===== src/rtl/rv32i_ctrl_pkg.sv =====
// +----------------------------------------------------------------------------+
// | rv32i_ctrl_pkg                                                             |
// | Shared opcode constants and encodings for the RV32I multi-cycle control.   |
// | Revision: 1.0                                                              |
// +----------------------------------------------------------------------------+
`default_nettype none

package rv32i_ctrl_pkg;

   localparam logic [6:0] c_op_r      = 7'b0110011;
   localparam logic [6:0] c_op_imm    = 7'b0010011;
   localparam logic [6:0] c_op_load   = 7'b0000011;
   localparam logic [6:0] c_op_store  = 7'b0100011;
   localparam logic [6:0] c_op_branch = 7'b1100011;
   localparam logic [6:0] c_op_jal    = 7'b1101111;
   localparam logic [6:0] c_op_jalr   = 7'b1100111;
   localparam logic [6:0] c_op_lui    = 7'b0110111;
   localparam logic [6:0] c_op_auipc  = 7'b0010111;
   localparam logic [6:0] c_op_system = 7'b1110011;
   localparam logic [6:0] c_op_fence  = 7'b0001111;

   typedef enum logic [2:0] {
      S_FETCH  = 3'd0,
      S_DECODE = 3'd1,
      S_EXEC   = 3'd2,
      S_MEM    = 3'd3,
      S_WB     = 3'd4,
      S_TRAP   = 3'd5
   } state_t;

   typedef enum logic [1:0] {
      PC_PLUS4 = 2'd0,
      PC_ALU   = 2'd1,
      PC_JALR  = 2'd2
   } pc_sel_t;

   typedef enum logic [1:0] {
      WB_ALU = 2'd0,
      WB_MDR = 2'd1,
      WB_PC4 = 2'd2,
      WB_IMM = 2'd3
   } wb_sel_t;

   typedef enum logic [1:0] {
      CAUSE_NONE    = 2'd0,
      CAUSE_ILLEGAL = 2'd1,
      CAUSE_TIMEOUT = 2'd2
   } trap_cause_t;

   function automatic logic is_legal_opcode(input logic [6:0] op);
      case (op)
         c_op_r, c_op_imm, c_op_load, c_op_store, c_op_branch, c_op_jal,
         c_op_jalr, c_op_lui, c_op_auipc, c_op_system, c_op_fence: return 1'b1;
         default: return 1'b0;
      endcase
   endfunction

endpackage

`default_nettype wire


===== src/rtl/rv32i_mem_watchdog.sv =====
// +----------------------------------------------------------------------------+
// | rv32i_mem_watchdog                                                         |
// | Counts memory wait cycles; flags timeout when the count hits MEM_TIMEOUT.  |
// | Revision: 1.0                                                              |
// +----------------------------------------------------------------------------+
`default_nettype none

module rv32i_mem_watchdog #(
   parameter int unsigned MEM_TIMEOUT = 255
) (
   input  logic clk,
   input  logic rst,
   input  logic clear_i,
   input  logic count_en_i,
   output logic timeout_o
);

   logic [7:0] count_q;
   logic [7:0] count_d;

   assign timeout_o = (count_q == 8'(MEM_TIMEOUT));

   // Saturates at the limit so a held timeout never wraps back to zero.
   always_comb begin
      count_d = count_q;
      if (clear_i) begin
         count_d = 8'd0;
      end else if (count_en_i && !timeout_o) begin
         count_d = count_q + 8'd1;
      end
   end

   always_ff @(posedge clk or posedge rst) begin
      if (rst) begin
         count_q <= 8'd0;
      end else begin
         count_q <= count_d;
      end
   end

endmodule

`default_nettype wire


===== src/rtl/rv32i_multicycle_control.sv =====
// +----------------------------------------------------------------------------+
// | rv32i_multicycle_control                                                   |
// | FETCH/DECODE/EXEC/MEM/WB sequencer with IR, memory handshake and traps.    |
// | Revision: 1.0                                                              |
// +----------------------------------------------------------------------------+
`default_nettype none

module rv32i_multicycle_control
   import rv32i_ctrl_pkg::*;
#(
   parameter int unsigned MEM_TIMEOUT = 255,
   parameter logic [31:0] RESET_IR    = 32'h00000013
) (
   input  logic        clk,
   input  logic        rst,
   input  logic        mem_ready_i,
   input  logic [31:0] mem_rdata_i,
   input  logic        branch_taken_i,
   output logic [31:0] ir_o,
   output logic        mem_req_o,
   output logic        mem_we_o,
   output logic        mem_addr_sel_o,
   output logic        mdr_we_o,
   output logic        alu_a_sel_o,
   output logic        alu_b_sel_o,
   output logic        pc_we_o,
   output logic [1:0]  pc_sel_o,
   output logic        rf_we_o,
   output logic [1:0]  wb_sel_o,
   output logic        retire_o,
   output logic        trap_o,
   output logic [1:0]  trap_cause_o
);

   state_t      state_q, state_d;
   logic [31:0] ir_q, ir_d;
   trap_cause_t cause_q, cause_d;

   logic [6:0]  w_op;
   logic        w_rd_nz;
   logic        w_timeout;
   logic        w_wd_clear;
   logic        w_wd_en;

   assign w_op         = ir_q[6:0];
   assign w_rd_nz      = |ir_q[11:7];
   assign ir_o         = ir_q;
   assign trap_o       = (state_q == S_TRAP);
   assign trap_cause_o = cause_q;

   // Any state change restarts the wait count, which covers entry to FETCH and MEM.
   assign w_wd_clear = (state_d != state_q);
   assign w_wd_en    = mem_req_o && !mem_ready_i;

   rv32i_mem_watchdog #(
      .MEM_TIMEOUT (MEM_TIMEOUT)
   ) u_watchdog (
      .clk        (clk),
      .rst        (rst),
      .clear_i    (w_wd_clear),
      .count_en_i (w_wd_en),
      .timeout_o  (w_timeout)
   );

   always_ff @(posedge clk or posedge rst) begin
      if (rst) begin
         state_q <= S_FETCH;
         ir_q    <= RESET_IR;
         cause_q <= CAUSE_NONE;
      end else begin
         state_q <= state_d;
         ir_q    <= ir_d;
         cause_q <= cause_d;
      end
   end

   // Outputs are gated by rst so nothing leaks out while reset is held.
   always_comb begin
      state_d        = state_q;
      ir_d           = ir_q;
      cause_d        = cause_q;
      mem_req_o      = 1'b0;
      mem_we_o       = 1'b0;
      mem_addr_sel_o = 1'b0;
      mdr_we_o       = 1'b0;
      alu_a_sel_o    = 1'b0;
      alu_b_sel_o    = 1'b0;
      pc_we_o        = 1'b0;
      pc_sel_o       = PC_PLUS4;
      rf_we_o        = 1'b0;
      wb_sel_o       = WB_ALU;
      retire_o       = 1'b0;

      if (!rst) begin
         case (state_q)
            S_FETCH: begin
               mem_req_o = 1'b1;
               if (mem_ready_i) begin
                  ir_d    = mem_rdata_i;
                  state_d = S_DECODE;
               end else if (w_timeout) begin
                  cause_d = CAUSE_TIMEOUT;
                  state_d = S_TRAP;
               end
            end
            S_DECODE: begin
               if (is_legal_opcode(w_op)) begin
                  state_d = S_EXEC;
               end else begin
                  cause_d = CAUSE_ILLEGAL;
                  state_d = S_TRAP;
               end
            end
            S_EXEC: begin
               case (w_op)
                  c_op_r: state_d = S_WB;
                  c_op_imm, c_op_jalr: begin
                     alu_b_sel_o = 1'b1;
                     state_d     = S_WB;
                  end
                  c_op_load, c_op_store: begin
                     alu_b_sel_o = 1'b1;
                     state_d     = S_MEM;
                  end
                  c_op_branch: begin
                     alu_a_sel_o = 1'b1;
                     alu_b_sel_o = 1'b1;
                     pc_we_o     = 1'b1;
                     pc_sel_o    = branch_taken_i ? PC_ALU : PC_PLUS4;
                     retire_o    = 1'b1;
                     state_d     = S_FETCH;
                  end
                  c_op_jal, c_op_auipc: begin
                     alu_a_sel_o = 1'b1;
                     alu_b_sel_o = 1'b1;
                     state_d     = S_WB;
                  end
                  c_op_system, c_op_fence: begin
                     pc_we_o  = 1'b1;
                     retire_o = 1'b1;
                     state_d  = S_FETCH;
                  end
                  default: state_d = S_WB;
               endcase
            end
            S_MEM: begin
               mem_req_o      = 1'b1;
               mem_addr_sel_o = 1'b1;
               mem_we_o       = (w_op == c_op_store);
               if (mem_ready_i) begin
                  if (w_op == c_op_store) begin
                     pc_we_o  = 1'b1;
                     retire_o = 1'b1;
                     state_d  = S_FETCH;
                  end else begin
                     mdr_we_o = 1'b1;
                     state_d  = S_WB;
                  end
               end else if (w_timeout) begin
                  cause_d = CAUSE_TIMEOUT;
                  state_d = S_TRAP;
               end
            end
            S_WB: begin
               rf_we_o  = w_rd_nz;
               retire_o = 1'b1;
               pc_we_o  = 1'b1;
               case (w_op)
                  c_op_load: wb_sel_o = WB_MDR;
                  c_op_jal: begin
                     wb_sel_o = WB_PC4;
                     pc_sel_o = PC_ALU;
                  end
                  c_op_jalr: begin
                     wb_sel_o = WB_PC4;
                     pc_sel_o = PC_JALR;
                  end
                  c_op_lui: wb_sel_o = WB_IMM;
                  default:  wb_sel_o = WB_ALU;
               endcase
               state_d = S_FETCH;
            end
            S_TRAP: state_d = S_TRAP;
            default: state_d = S_FETCH;
         endcase
      end
   end

endmodule

`default_nettype wire


===== config.mk =====
export PLATFORM = sky130hd
export DESIGN_NAME = rv32i_multicycle_control
export DESIGN_NICKNAME = d
export VERILOG_FILES = /design/src/rtl/rv32i_ctrl_pkg.sv /design/src/rtl/rv32i_mem_watchdog.sv /design/src/rtl/rv32i_multicycle_control.sv
export SDC_FILE = /design/constraint.sdc
export NUM_CORES = 1
export LEC_CHECK = 0
export ABC_AREA = 1
export CORE_ASPECT_RATIO = 0.8
export CORE_MARGIN = 1.5
export CORE_UTILIZATION = 30
export CTS_CLUSTER_DIAMETER = 100
export DETAILED_ROUTE_END_ITERATION = 10
export DONT_BUFFER_PORTS = 1
export PLACE_DENSITY = 0.54
export SETUP_SLACK_MARGIN = 0.3
export SLEW_MARGIN = 20
export SYNTH_ARGS = -nofsm -noshare
export SYNTH_HDL_FRONTEND = slang
export SYNTH_SLANG_ARGS = --single-unit

===== constraint.sdc =====
create_clock -name clk -period 3.46 [get_ports clk]
set_input_delay 0.692 -clock clk [delete_from_list [all_inputs] [get_ports clk]]
set_output_delay 0.692 -clock clk [all_outputs]
set_load 0.02 [all_outputs]

==> reports/metrics.csv <==
metric;value;unit
status;finished, final reports clean;
slew_viol_final;0;
cts-hold-fix-buffers;0;
cts.clk_slew.worst_paths;0.08;ns
fin_worst_skew;0.003730;ns
grt_setup_unrepaired;false;
post-route-min-period;2.645;ns
grt_max_degree;44;
setup.worst_path.start_class;register;
drtIter0Drc;49;
syn-mean-instance-area;9.565;sq um
drv_cap;0;
netlist_area;2420;sq um
worstReg2RegStart;ir_o[1]$_DFFE_PP1P_;
fp-row-count;29;
setup-tns-final;0;ns
synth_top_area_share;43.43;%
power_density;841.1;nW/um^2
yosysTopAreaCell;dfrtp_1;
drive_gt1_share;29.18;%
final_nets;293;
die_h;83.33;um
post-cts-setup-buffer-count;0;
synth-seq-cells;45;
final_cells;365;
dp.cells;357;
met1_usage;15.23;%
floorplan.initialDensity;30.73;%
grt_pass1_wl;7941;um
cts_made_buffers;5;
yosysUniqueCellTypes;31;
grt_util_all_layers;11.94;%
dp_hpwl;3614;um
peakVddDrop;0.3326;mV
vias;1669;
postRouteAntennaNets;0;
setup_viol;0;
synth_area_leaders;dfrtp_1 (43%), mux2_2 (9.3%), nand2_1 (6.4%);
clk_latency;0.29;ns
synth_top_family_by_area;simple AND/OR/NAND/NOR gates;
hold_viol_final;0;
tritoncts;yes;
gp_congestion;0.7663;
cts-root-buf;clkbuf_8;
yosysSeqAreaShare;46.69;%
startpoint;ir_o[1]$_DFFE_PP1P_;
hold_path_class;input pin to asynchronous set/reset pin;
rr_worst_depth;11;
met2_usage;18.95;%
cp_max_fo;8;
min_period_over_period;76.44;%
synthCells;253;
dieArea;8617;sq um
crit_type;register to primary output;
power.total;2.202;mW
cts_htree_levels;2;
die_w;103.4;um
r2r-end;u_watchdog.count_q[7]$_DFFE_PP0P_;
nFillCells;833;
routed_wl;4714;um
r2r_setup_slack;1.44;ns
syn_nets;290;
cts_resized;0;
crit_arrival;1.95;ns
num_io_pins;84;
synth-xor-area-share;2.172;%
required;2.77;ns
yosysWarningCount;0;
crit_path_end_kind;primary output;
worstMarginPinSlew;0.6567;ns
core;7874;sq um
power_leakage;1.219;nW
crit_end;mem_we_o;
globalRoute.busiestLayer;met2;
synthAdderAreaFrac;0.5171;%
grt_overflow_total;0;
layout-area-overhead-vs-synth;8.170;%
drc;0;
synthSimpleGateAreaFrac;27.71;%
cts_buffer_depth;2;
diodes;0;
antenna_found_initial;0;
numPortBuffers;0;
wl_per_cell;12.92;um
max-slew-margin-rel;55.76;%
max_freq;0.3781;GHz
muxShareOfSynthArea;12.98;%
synth-compound-area-share;4.447;%
vias_per_cell;4.573;
use_met3;4.040;%
first_pass_iters;4;
cts.sinks;45;
grt_pass1_vias;1667;
## sequential cells by signal, summed over array words and instances, names as in the netlist
name                count
trap_cause_o            2
state_q                 3
ir_o                   32
u_watchdog.count_q      8
## synth_stat cells
| library cell | instances |
|---|---|
| nand4_1 | 7 |
| nor2_4 | 3 |
| mux2i_1 | 1 |
| nand3_4 | 1 |
| nand2_1 | 41 |
| xnor2_1 | 2 |
| nor2_1 | 23 |
| nand3_2 | 3 |
| a21oi_1 | 10 |
| o21ai_1 | 2 |
| nand2_4 | 5 |
| a31oi_1 | 2 |
| nand3_1 | 9 |
| clkbuf_1 | 1 |
| nor2_2 | 11 |
| xor2_1 | 4 |
| buf_6 | 1 |
| buf_4 | 1 |
| nor3_1 | 5 |
| inv_2 | 7 |
| mux2_2 | 20 |
| inv_1 | 17 |
| dfrtp_1 | 42 |
| nand3b_1 | 1 |
| nor2_8 | 2 |
| o21ai_0 | 7 |
| ha_1 | 1 |
| dfstp_2 | 3 |
| nand2_2 | 10 |
| buf_2 | 4 |
| mux2_1 | 7 |
## final cells by class
type	count	area (sq um)	area share, %
clock inverter	2	10.01	0.3824
multi-input combinational	177	1157	44.22
clock buffer	6	72.57	2.772
sequential	45	1130	43.16
timing repair buffer	3	22.52	0.8604
tap	108	135.1	5.163
inverter	24	90.09	3.442
## routing by layer
layer / vias up / share of wire (%) / wire [um]
li1: 831 / - / -
met1: 777 / 46 / 2168
met2: 56 / 46 / 2165
met3: 5 / 6.9 / 325
met4: 0 / 1.1 / 54
met5: - / 0 / 0
## worst min-delay path by stage
stage / depth (start not counted) / start / to
after global routing: 1 / rst / state_q[2]$_DFF_PP0_
after global placement: 1 / rst / state_q[2]$_DFF_PP0_
final: 1 / rst / state_q[2]$_DFF_PP0_
after CTS: 1 / rst / ir_o[20]$_DFFE_PP0P_
after floorplan: 2 / u_watchdog.count_q[4]$_DFFE_PP0P_ / u_watchdog.count_q[4]$_DFFE_PP0P_
after detailed placement: 2 / u_watchdog.count_q[4]$_DFFE_PP0P_ / u_watchdog.count_q[4]$_DFFE_PP0P_
## cells by family after synthesis
logic type,after synthesis
AOI/OAI and AO/OA,21
and+or+nand+nor,121
xor gates and xnor gates,6
adders and majority gates,1
DFF,45
buffers and inverters,31
muxes,28
## critical path, stage by stage, from the launching register on
cell,delay (ns)
dfstp_2,0.62
nand2_2,0.16
nor2_8,0.19
nand4_1,0.16
nor3_1,0.54
## report_power, final
group | internal [mW] | leakage [nW] | switching [mW] | total (mW)
sequential | 0.758 | 0.545 | 0.445 | 1.20
combinational | 0.277 | 0.629 | 0.416 | 0.692
clock | 0.140 | 0.0450 | 0.166 | 0.306
## per-stage QoR
stage / setup WS, ns / utilization [%] / instance area, sq um / hold WS [ns]
4_1_cts: 0.7772 / 33.24 / 2618 / 0.2427
2_1_floorplan: 0.9750 / - / 2420 / 0.5305
6_report: 0.8153 / 33.24 / 2618 / 0.2408
3_5_place_dp: 1.112 / 32.19 / 2535 / 0.5603
5_1_grt: 0.7152 / 33.24 / 2618 / 0.2438
3_3_place_gp: 1.137 / 32.19 / 2535 / 0.5525
## cells in the final DEF (no fill, tap or decap)
| master | instances |
|---|---|
| ha_1 | 1 |
| a21oi_1 | 10 |
| dfstp_2 | 3 |
| clkbuf_1 | 1 |
| nor2_8 | 2 |
| inv_2 | 7 |
| xnor2_1 | 2 |
| nand3_2 | 3 |
| nand2_2 | 10 |
| nand2_4 | 5 |
| nand4_1 | 7 |
| nor3_1 | 5 |
| mux2i_1 | 1 |
| nand3_1 | 9 |
| mux2_1 | 7 |
| clkbuf_8 | 5 |
| buf_4 | 3 |
| o21ai_0 | 7 |
| inv_1 | 17 |
| nand3b_1 | 1 |
| o21ai_1 | 2 |
| nand3_4 | 1 |
| dfrtp_1 | 42 |
| a31oi_1 | 2 |
| clkinv_2 | 2 |
| mux2_2 | 20 |
| nor2_2 | 11 |
| nor2_4 | 3 |
| nor2_1 | 23 |
| nand2_1 | 41 |
| xor2_1 | 4 |
Note: power is estimated with default switching activity, not from simulation.
